===== config.mk =====
export PLATFORM = sky130hd
export DESIGN_NAME = deser_frame_p_flat
export DESIGN_NICKNAME = d
export VERILOG_FILES = /design/src/rtl/deser_frame_p_if.sv /design/src/rtl/deser_frame_p.sv /design/src/flat_wrapper.sv
export SDC_FILE = /design/constraint.sdc
export NUM_CORES = 1
export LEC_CHECK = 0
export BUFFER_PORTS_ARGS = -buffer_cell sky130_fd_sc_hd__buf_2
export CELL_PAD_IN_SITES_DETAIL_PLACEMENT = 1
export CELL_PAD_IN_SITES_GLOBAL_PLACEMENT = 1
export CORE_ASPECT_RATIO = 1.1
export CORE_MARGIN = 2
export CORE_UTILIZATION = 35
export DETAILED_ROUTE_END_ITERATION = 6
export GPL_ROUTABILITY_DRIVEN = 0
export PLACE_DENSITY = 0.73
export REMOVE_ABC_BUFFERS = 1
export SLEW_MARGIN = 15
export SYNTH_ARGS = -nofsm -noshare
export SYNTH_HDL_FRONTEND = slang
export SYNTH_SLANG_ARGS = --single-unit

===== constraint.sdc =====
create_clock -name CLK -period 2.5 [get_ports CLK]
set_input_delay 0.25 -clock CLK [delete_from_list [all_inputs] [get_ports CLK]]
set_output_delay 0.25 -clock CLK [all_outputs]
set_load 0.05 [all_outputs]

===== src/rtl/deser_frame_p_if.sv =====
`default_nettype none
// ============================================================================
// Module   : deser_frame_p_if
// Brief    : Bus bundle between the RX sampler and the frame deserialiser.
//            par_calc exists only when DESER_PARITY_CALC_EN is defined.
// Revision : 1.0 - initial release
// ============================================================================
interface deser_frame_p_if #(
    parameter int DATA_WIDTH = 8,
    parameter int CNT_W      = $clog2(DATA_WIDTH + 1)
) ();
    logic                  deser_en;
    logic                  sampled_bit;
    logic                  clear;
    logic [CNT_W-1:0]      frame_len;
    logic [DATA_WIDTH-1:0] P_DATA;
    logic                  data_valid;
    logic [CNT_W-1:0]      bit_cnt;
    logic                  busy;
`ifdef DESER_PARITY_CALC_EN
    logic                  par_calc;
`endif

    modport master (
        output deser_en, sampled_bit, clear, frame_len,
`ifdef DESER_PARITY_CALC_EN
        input  par_calc,
`endif
        input  P_DATA, data_valid, bit_cnt, busy
    );

    modport slave (
        input  deser_en, sampled_bit, clear, frame_len,
`ifdef DESER_PARITY_CALC_EN
        output par_calc,
`endif
        output P_DATA, data_valid, bit_cnt, busy
    );
endinterface
`default_nettype wire


===== src/rtl/deser_frame_p.sv =====
`default_nettype none
// ============================================================================
// Module   : deser_frame_p
// Brief    : Serial-to-parallel converter with runtime frame length and
//            selectable bit order. Define DESER_PARITY_CALC_EN for par_calc.
// Revision : 1.0 - initial release
// ============================================================================
module deser_frame_p #(
    parameter int DATA_WIDTH = 8,
    parameter bit MSB_FIRST  = 1'b0,
    parameter int CNT_W      = $clog2(DATA_WIDTH + 1)
) (
    input  logic          CLK,
    input  logic          RST,
    deser_frame_p_if.slave bus
);

    typedef enum logic [0:0] {
        S_IDLE    = 1'b0,
        S_COLLECT = 1'b1
    } state_t;

    localparam logic [CNT_W-1:0] c_LEN_MAX = CNT_W'(DATA_WIDTH);

    state_t                r_state, w_state_nxt;
    logic [CNT_W-1:0]      r_bit_cnt, w_cnt_nxt;
    logic [CNT_W-1:0]      r_len, w_len_nxt;
    logic [CNT_W-1:0]      w_len_clamp, w_len_use, w_pos;
    logic [DATA_WIDTH-1:0] r_shift, w_shift_nxt, w_shift_set;
    logic [DATA_WIDTH-1:0] r_pdata, w_pdata_nxt;
    logic                  r_valid, w_valid_nxt;
    logic                  w_last;

    // Lengths below 2 or above the word width fall back to a full word.
    assign w_len_clamp = ((bus.frame_len < CNT_W'(2)) || (bus.frame_len > c_LEN_MAX))
                         ? c_LEN_MAX : bus.frame_len;
    assign w_len_use   = (r_state == S_IDLE) ? w_len_clamp : r_len;

    generate
        if (MSB_FIRST) begin : g_msb_first
            assign w_pos = w_len_use - CNT_W'(1) - r_bit_cnt;
        end else begin : g_lsb_first
            assign w_pos = r_bit_cnt;
        end
    endgenerate

    assign w_shift_set = r_shift | (DATA_WIDTH'(bus.sampled_bit) << w_pos);
    assign w_last      = (r_bit_cnt == (w_len_use - CNT_W'(1)));

    always_comb begin
        w_state_nxt = r_state;
        w_cnt_nxt   = r_bit_cnt;
        w_len_nxt   = r_len;
        w_shift_nxt = r_shift;
        w_pdata_nxt = r_pdata;
        w_valid_nxt = 1'b0;
        if (bus.clear) begin
            w_state_nxt = S_IDLE;
            w_cnt_nxt   = '0;
            w_shift_nxt = '0;
        end else if (bus.deser_en) begin
            case (r_state)
                S_IDLE: begin
                    w_len_nxt   = w_len_clamp;
                    w_shift_nxt = w_shift_set;
                    w_cnt_nxt   = CNT_W'(1);
                    w_state_nxt = S_COLLECT;
                end
                S_COLLECT: begin
                    if (w_last) begin
                        w_pdata_nxt = w_shift_set;
                        w_valid_nxt = 1'b1;
                        w_cnt_nxt   = '0;
                        w_shift_nxt = '0;
                        w_state_nxt = S_IDLE;
                    end else begin
                        w_shift_nxt = w_shift_set;
                        w_cnt_nxt   = r_bit_cnt + CNT_W'(1);
                    end
                end
                default: begin
                    w_state_nxt = S_IDLE;
                    w_cnt_nxt   = '0;
                    w_shift_nxt = '0;
                end
            endcase
        end
    end

    always_ff @(posedge CLK or negedge RST) begin
        if (!RST) begin
            r_state   <= S_IDLE;
            r_bit_cnt <= '0;
            r_len     <= c_LEN_MAX;
            r_shift   <= '0;
            r_pdata   <= '0;
            r_valid   <= 1'b0;
        end else begin
            r_state   <= w_state_nxt;
            r_bit_cnt <= w_cnt_nxt;
            r_len     <= w_len_nxt;
            r_shift   <= w_shift_nxt;
            r_pdata   <= w_pdata_nxt;
            r_valid   <= w_valid_nxt;
        end
    end

`ifdef DESER_PARITY_CALC_EN
    logic r_par_run, r_par_calc, w_complete;

    assign w_complete = bus.deser_en & ~bus.clear & (r_state == S_COLLECT) & w_last;

    always_ff @(posedge CLK or negedge RST) begin
        if (!RST) begin
            r_par_run  <= 1'b0;
            r_par_calc <= 1'b0;
        end else if (bus.clear) begin
            r_par_run  <= 1'b0;
        end else if (w_complete) begin
            r_par_calc <= r_par_run ^ bus.sampled_bit;
            r_par_run  <= 1'b0;
        end else if (bus.deser_en) begin
            r_par_run  <= r_par_run ^ bus.sampled_bit;
        end
    end

    assign bus.par_calc = r_par_calc;
`endif

    assign bus.P_DATA     = r_pdata;
    assign bus.data_valid = r_valid;
    assign bus.bit_cnt    = r_bit_cnt;
    assign bus.busy       = (r_bit_cnt != '0);

endmodule
`default_nettype wire

===== src/flat_wrapper.sv =====
// flat-port wrapper written by rule: the top's interface ports become plain ports
module deser_frame_p_flat 
#(
    parameter int DATA_WIDTH = 8,
    parameter bit MSB_FIRST  = 1'b0,
    parameter int CNT_W      = $clog2(DATA_WIDTH + 1)
)
  (CLK, RST, bus_deser_en, bus_sampled_bit, bus_clear, bus_frame_len, bus_P_DATA, bus_data_valid, bus_bit_cnt, bus_busy);
  deser_frame_p_if #(.DATA_WIDTH(DATA_WIDTH), .CNT_W(CNT_W)) bus_i ();
  input  logic CLK;
  input  logic RST;
  input wire logic [$bits(bus_i.deser_en)-1:0] bus_deser_en;
  input wire logic [$bits(bus_i.sampled_bit)-1:0] bus_sampled_bit;
  input wire logic [$bits(bus_i.clear)-1:0] bus_clear;
  input wire logic [$bits(bus_i.frame_len)-1:0] bus_frame_len;
  output wire logic [$bits(bus_i.P_DATA)-1:0] bus_P_DATA;
  output wire logic [$bits(bus_i.data_valid)-1:0] bus_data_valid;
  output wire logic [$bits(bus_i.bit_cnt)-1:0] bus_bit_cnt;
  output wire logic [$bits(bus_i.busy)-1:0] bus_busy;
  assign bus_i.deser_en = bus_deser_en;
  assign bus_i.sampled_bit = bus_sampled_bit;
  assign bus_i.clear = bus_clear;
  assign bus_i.frame_len = bus_frame_len;
  assign bus_P_DATA = bus_i.P_DATA;
  assign bus_data_valid = bus_i.data_valid;
  assign bus_bit_cnt = bus_i.bit_cnt;
  assign bus_busy = bus_i.busy;
  deser_frame_p #(.DATA_WIDTH(DATA_WIDTH), .MSB_FIRST(MSB_FIRST), .CNT_W(CNT_W)) u_core (.CLK(CLK), .RST(RST), .bus(bus_i));
endmodule

; Word-level counts from Yosys, hierarchy flattened
; Index checks and enable logic that the tools add are counted.
[word_totals]
reg_bits = 26
word_cells = 38
[classes]
add_sub_neg = 2
order_cmp = 2
n_eq_ne = 1
shifts = 1
muxes = 18
n_bitwise = 3
reduce_logical = 5
[ops]
columns = cell, count
row1 = $mux W8, 3
row2 = $mux W4, 5
row3 = $pmux W8 S2, 1
row4 = $or A8 B8 Y8, 1
row5 = $pmux W4 S2, 1
row6 = $shl A1 B4 Y8, 1
row7 = $mux W1, 7
row8 = $add A4 B1 Y4 const B, 1
row9 = $eq A4 B4 Y1, 1
row10 = $gt A4 B4 Y1 const B, 1
row11 = $lt A4 B2 Y1 const B, 1
row12 = $reduce_and A4 Y1, 1
row13 = $reduce_bool A4 Y1, 1
row14 = $sub A4 B1 Y4 const B, 1
row15 = $not A1 Y1, 2
row16 = $pmux W1 S2, 1
row17 = $reduce_and A2 Y1, 1
row18 = $reduce_bool A2 Y1, 1
row19 = $logic_or A1 B1 Y1, 1

; Longest topological paths before layout
[logic_depth]
ltp_word = 10
depth_mapped = 10
depth_no_buf = 8

; Least setup slack after synthesis
; Ideal clock, no wire load.
[synth_timing]
kind = reg-to-reg
startpoint = reg u_core.r_state
endpoint = reg u_core.r_pdata[4] (netlist: u_core.bus.P_DATA[4])
t_arrival_ns = 1.965
required_time_ns = 2.421
setup_slack_ns = 0.456
path_stages_with_launch = 11
path_buffers = 2
synth_period_minus_slack_ns = 2.044
cell_sequence = dfrtp_1 > buf_6 > nor3b_1 > a21oi_1 > ha_1 > xnor2_1 > xnor2_1 > nand2_1 > nor4_4 > buf_6 > mux2i_1
[synth_between]
elab_chain_len = 4
[synth_rtl]
columns = element, line_no
row1 = "start, declared", deser_frame_p.sv:25  ; state_t r_state, w_state_nxt;
row2 = "start signal, assigned", deser_frame_p.sv:99  ; r_state <= w_state_nxt;
row3 = $mux W4, deser_frame_p.sv:37  ; assign w_len_use = (r_state == S_IDLE) ? w_len_clamp : r_len;
row4 = $sub A4 B1 Y4, deser_frame_p.sv:48  ; assign w_last = (r_bit_cnt == (w_len_use - CNT_W'(1)));
row5 = $eq A4 B4 Y1, deser_frame_p.sv:48
row6 = $reduce_and A4 Y1 (no source line) (*), n/a
row7 = "end signal, assigned", deser_frame_p.sv:103  ; r_pdata <= w_pdata_nxt;
row8 = "end, declared", deser_frame_p.sv:30  ; logic [DATA_WIDTH-1:0] r_pdata, w_pdata_nxt;
; Every way passes the cells marked *; elsewhere a longest branch is shown, timed or not.
; A chain may end at the register's enable or synchronous reset.

; Worst setup path in the final report
[layout_timing]
startpoint = reg u_core.r_state
endpoint = reg u_core.r_pdata[6] (netlist: u_core.bus.P_DATA[6])
; Same word-level chain as after synthesis.

==> results.ini <==
[synth]
ys_warn_count = 0
syn_area_sq_um = 1420
avgSynthCellArea_sq_um = 10.0
synthCells = 142
yosysTopAreaCellShare_pct = 44.1
synth.yosys.seq_area_share_pct = 45.9
synthTopCellsByArea = dfrtp_1, a21oi_1, mux2i_1, nor3_1, buf_6
synth-seq-cells = 26
yosysUniqueCellTypes = 36
yosys.area.top_type = dfrtp_1

[global_routing]
first_global_vias = 1146
grt_pass1_wl_mm = 5.47
antenna_found_initial = 0
grt_use_total_pct = 15.1
grt_max_degree = 27
grt-ovfl-total = 0

[floorplan]
rows = 24
pin_count = 23
die_x_microns = 64.7
core_area_sq_um = 3930
start_util_pct = 36.1
die_h_microns = 70.8
die_area_sq_um = 4580

[critical_path]
reg2reg_depth = 9
endpoint_kind = flop
timing.rr.start = u_core.r_state$_DFFE_PN0P_
endpoint = u_core.bus.P_DATA[6]$_DFFE_PN0P_
crit_fanout = 13
critical_path_class = flop to flop
r2r-end = u_core.bus.P_DATA[6]$_DFFE_PN0P_
critPathRequiredTime_ns = 2.69
r2r_slack_ns = 0.21
cp-startpoint = u_core.r_state$_DFFE_PN0P_
cp-start-kind = flop
arrival_ns = 2.48

[timing]
setup_viol = 0
tns_ns = 0
post-route-period-util_pct = 91.6
max_slew_margin_pct = 60.9
finClkSkew_ns = 0.00475
maxSlewViolCount = 0
finalCriticalPeriod_ns = 2.29
timing.fmax_mhz = 437
hold_viol_final = 0
tightest_slew_ns = 0.586
rsz0062_at_grt = no

[place]
post_dp_cell_area_sq_um = 1550
portBuffers = 22
detailed_place_hpwl_mm = 2.45

[layout]
drive_above_1_share_pct = 23.3
area_growth_pct = 14.7
utilization_pct = 41.4
layout_commonest_cell = dfrtp_1
n_fill_cell = 470
fin_area_sq_um = 1630
final_cell_mix = dfrtp_1, buf_2, a21oi_1
nets = 176
insertedDiodeCount = 0

[route]
firstDrtPassIters = 4
viasPerCell = 5.13
totalWireLength_mm = 3.26
route.detailed.drc = 0
detail_route.wl_per_cell_microns = 15.2
drt_iter0_drc = 26
vias = 1103
final_antenna_net_count = 0

[clocking]
htree_levels = 1
clock-root-buffer = clkbuf_8
cts_buffers = 3
clk-insertion-delay-late_ns = 0.27
cts_buffer_depth = 2
cts_tree = done
path_clk_slew_ns = 0.09
numClockSinks = 26
cts_setup_buffers = 0

[status]
outcome = completed

[pwr]
power_density_nw_per_um2 = 716
irDropWorstVdd_v = 0.000257
power_leakage_nw = 0.723

[hold_path]
min_from = bus_frame_len[2]
hp-class = primary input to flop
holdPathStages = 3

[run]
max_cap_viol_count = 0

==> per-layer routing <==
layer	GRT usage (%)	vias up	share of wire (%)
li1	-	529	-
met1	18.5	547	41
met2	28.8	25	55
met3	1.75	2	4.0
met4	2.13	0	0.43
met5	0	-	0
==> final cells by class <==
class                   count  area (sq um)  share of cell area [%]
clock inverters             1          30.0                    1.84
well taps                  52          65.1                    3.99
clock buffers               3          41.3                    2.53
flip-flops and latches     26           653                    40.1
inverters                  13          51.3                    3.15
repair buffers             24           128                    7.83
multi-input cells          96           661                    40.6
==> kinds of logic after synthesis <==
group / after synthesis / synth area share, %
buffers and inverters: 20 / 7.58
AND/OR/NAND/NOR: 44 / 17.3
AO/OA/AOI/OAI: 35 / 17.3
adder cells (fa/ha/maj): 3 / 2.64
XOR/XNOR: 6 / 3.70
multiplexers: 8 / 5.64
flip-flops: 26 / 45.9
==> where the power goes <==
| part | switching (mW) | total [mW] | leakage [nW] | internal (mW) |
|---|---|---|---|---|
| Sequential | 0.0349 | 0.502 | 0.317 | 0.467 |
| Combinational | 0.231 | 0.319 | 0.371 | 0.0882 |
| Clock | 0.131 | 0.345 | 0.0357 | 0.214 |
==> synthesized netlist by cell type <==
master	count
dfrtp_1	25
a21oi_1	16
inv_1	12
nor3_1	12
nand2_1	10
mux2i_1	8
nor2_1	8
o21ai_0	6
a31oi_1	4
buf_6	4
xnor2_1	4
clkbuf_1	3
ha_1	3
and3_1	2
nor2b_1	2
nor3b_1	2
xor2_1	2
a2bb2oi_4	1
a311oi_1	1
a31oi_4	1
and2_1	1
dfstp_2	1
inv_4	1
nand2_2	1
nand2b_1	1
nand3_1	1
nand3b_1	1
nor3_4	1
nor4_4	1
o2111ai_1	1
o211ai_1	1
o21a_1	1
o21ai_1	1
o21ai_2	1
o21ba_4	1
or2b_2	1
==> repair_timing <==
action | 4_1_cts | 5_1_grt
endpoints found under the hold margin | 25 | 0
resized for setup | 0 | 1
hold buffers | 1 | 0
setup endpoints to repair | 0 | 17
==> through the flow <==
step	hold slack [ns]	power (mW)	cells	setup slack, ns
5_1_grt	0.275	1.23	215	0.00327
3_3_place_gp	0.277	0.819	210	0.250
3_5_place_dp	0.286	0.833	210	0.106
6_report	0.263	1.17	215	0.211
4_1_cts	0.262	1.18	215	0.0717
2_1_floorplan	-0.0456	0.743	135	0.197
==> how the worst min path moves through the flow <==
stage          slack (ns)                               end
3_3_place_gp         0.28  u_core.bus.P_DATA[2]$_DFFE_PN0P_
2_1_floorplan       -0.05  u_core.bus.P_DATA[0]$_DFFE_PN0P_
6_report             0.26       u_core.r_len[2]$_DFFE_PN0P_
4_1_cts              0.26       u_core.r_len[2]$_DFFE_PN0P_
3_5_place_dp         0.29  u_core.bus.P_DATA[3]$_DFFE_PN0P_
5_1_grt              0.28       u_core.r_len[2]$_DFFE_PN0P_
==> state kept, by name, summed over array words and instances, names as in the netlist <==
name / cells
u_core.bus.P_DATA: 8
u_core.r_shift: 8
u_core.bus.bit_cnt: 4
u_core.r_len: 4
u_core.bus.data_valid: 1
u_core.r_state: 1
==> worst max-delay path, cell delays in order (launching register included) <==
cell and delay, ns:
dfrtp_2 0.51, nor3b_1 0.26, a21oi_1 0.10, ha_1 0.21, xnor2_1 0.18, xnor2_1 0.13, nand2_1 0.19, nor4_4 0.18
buf_4 0.24, mux2i_1 0.21
Note: power is estimated with default switching activity, not from simulation.
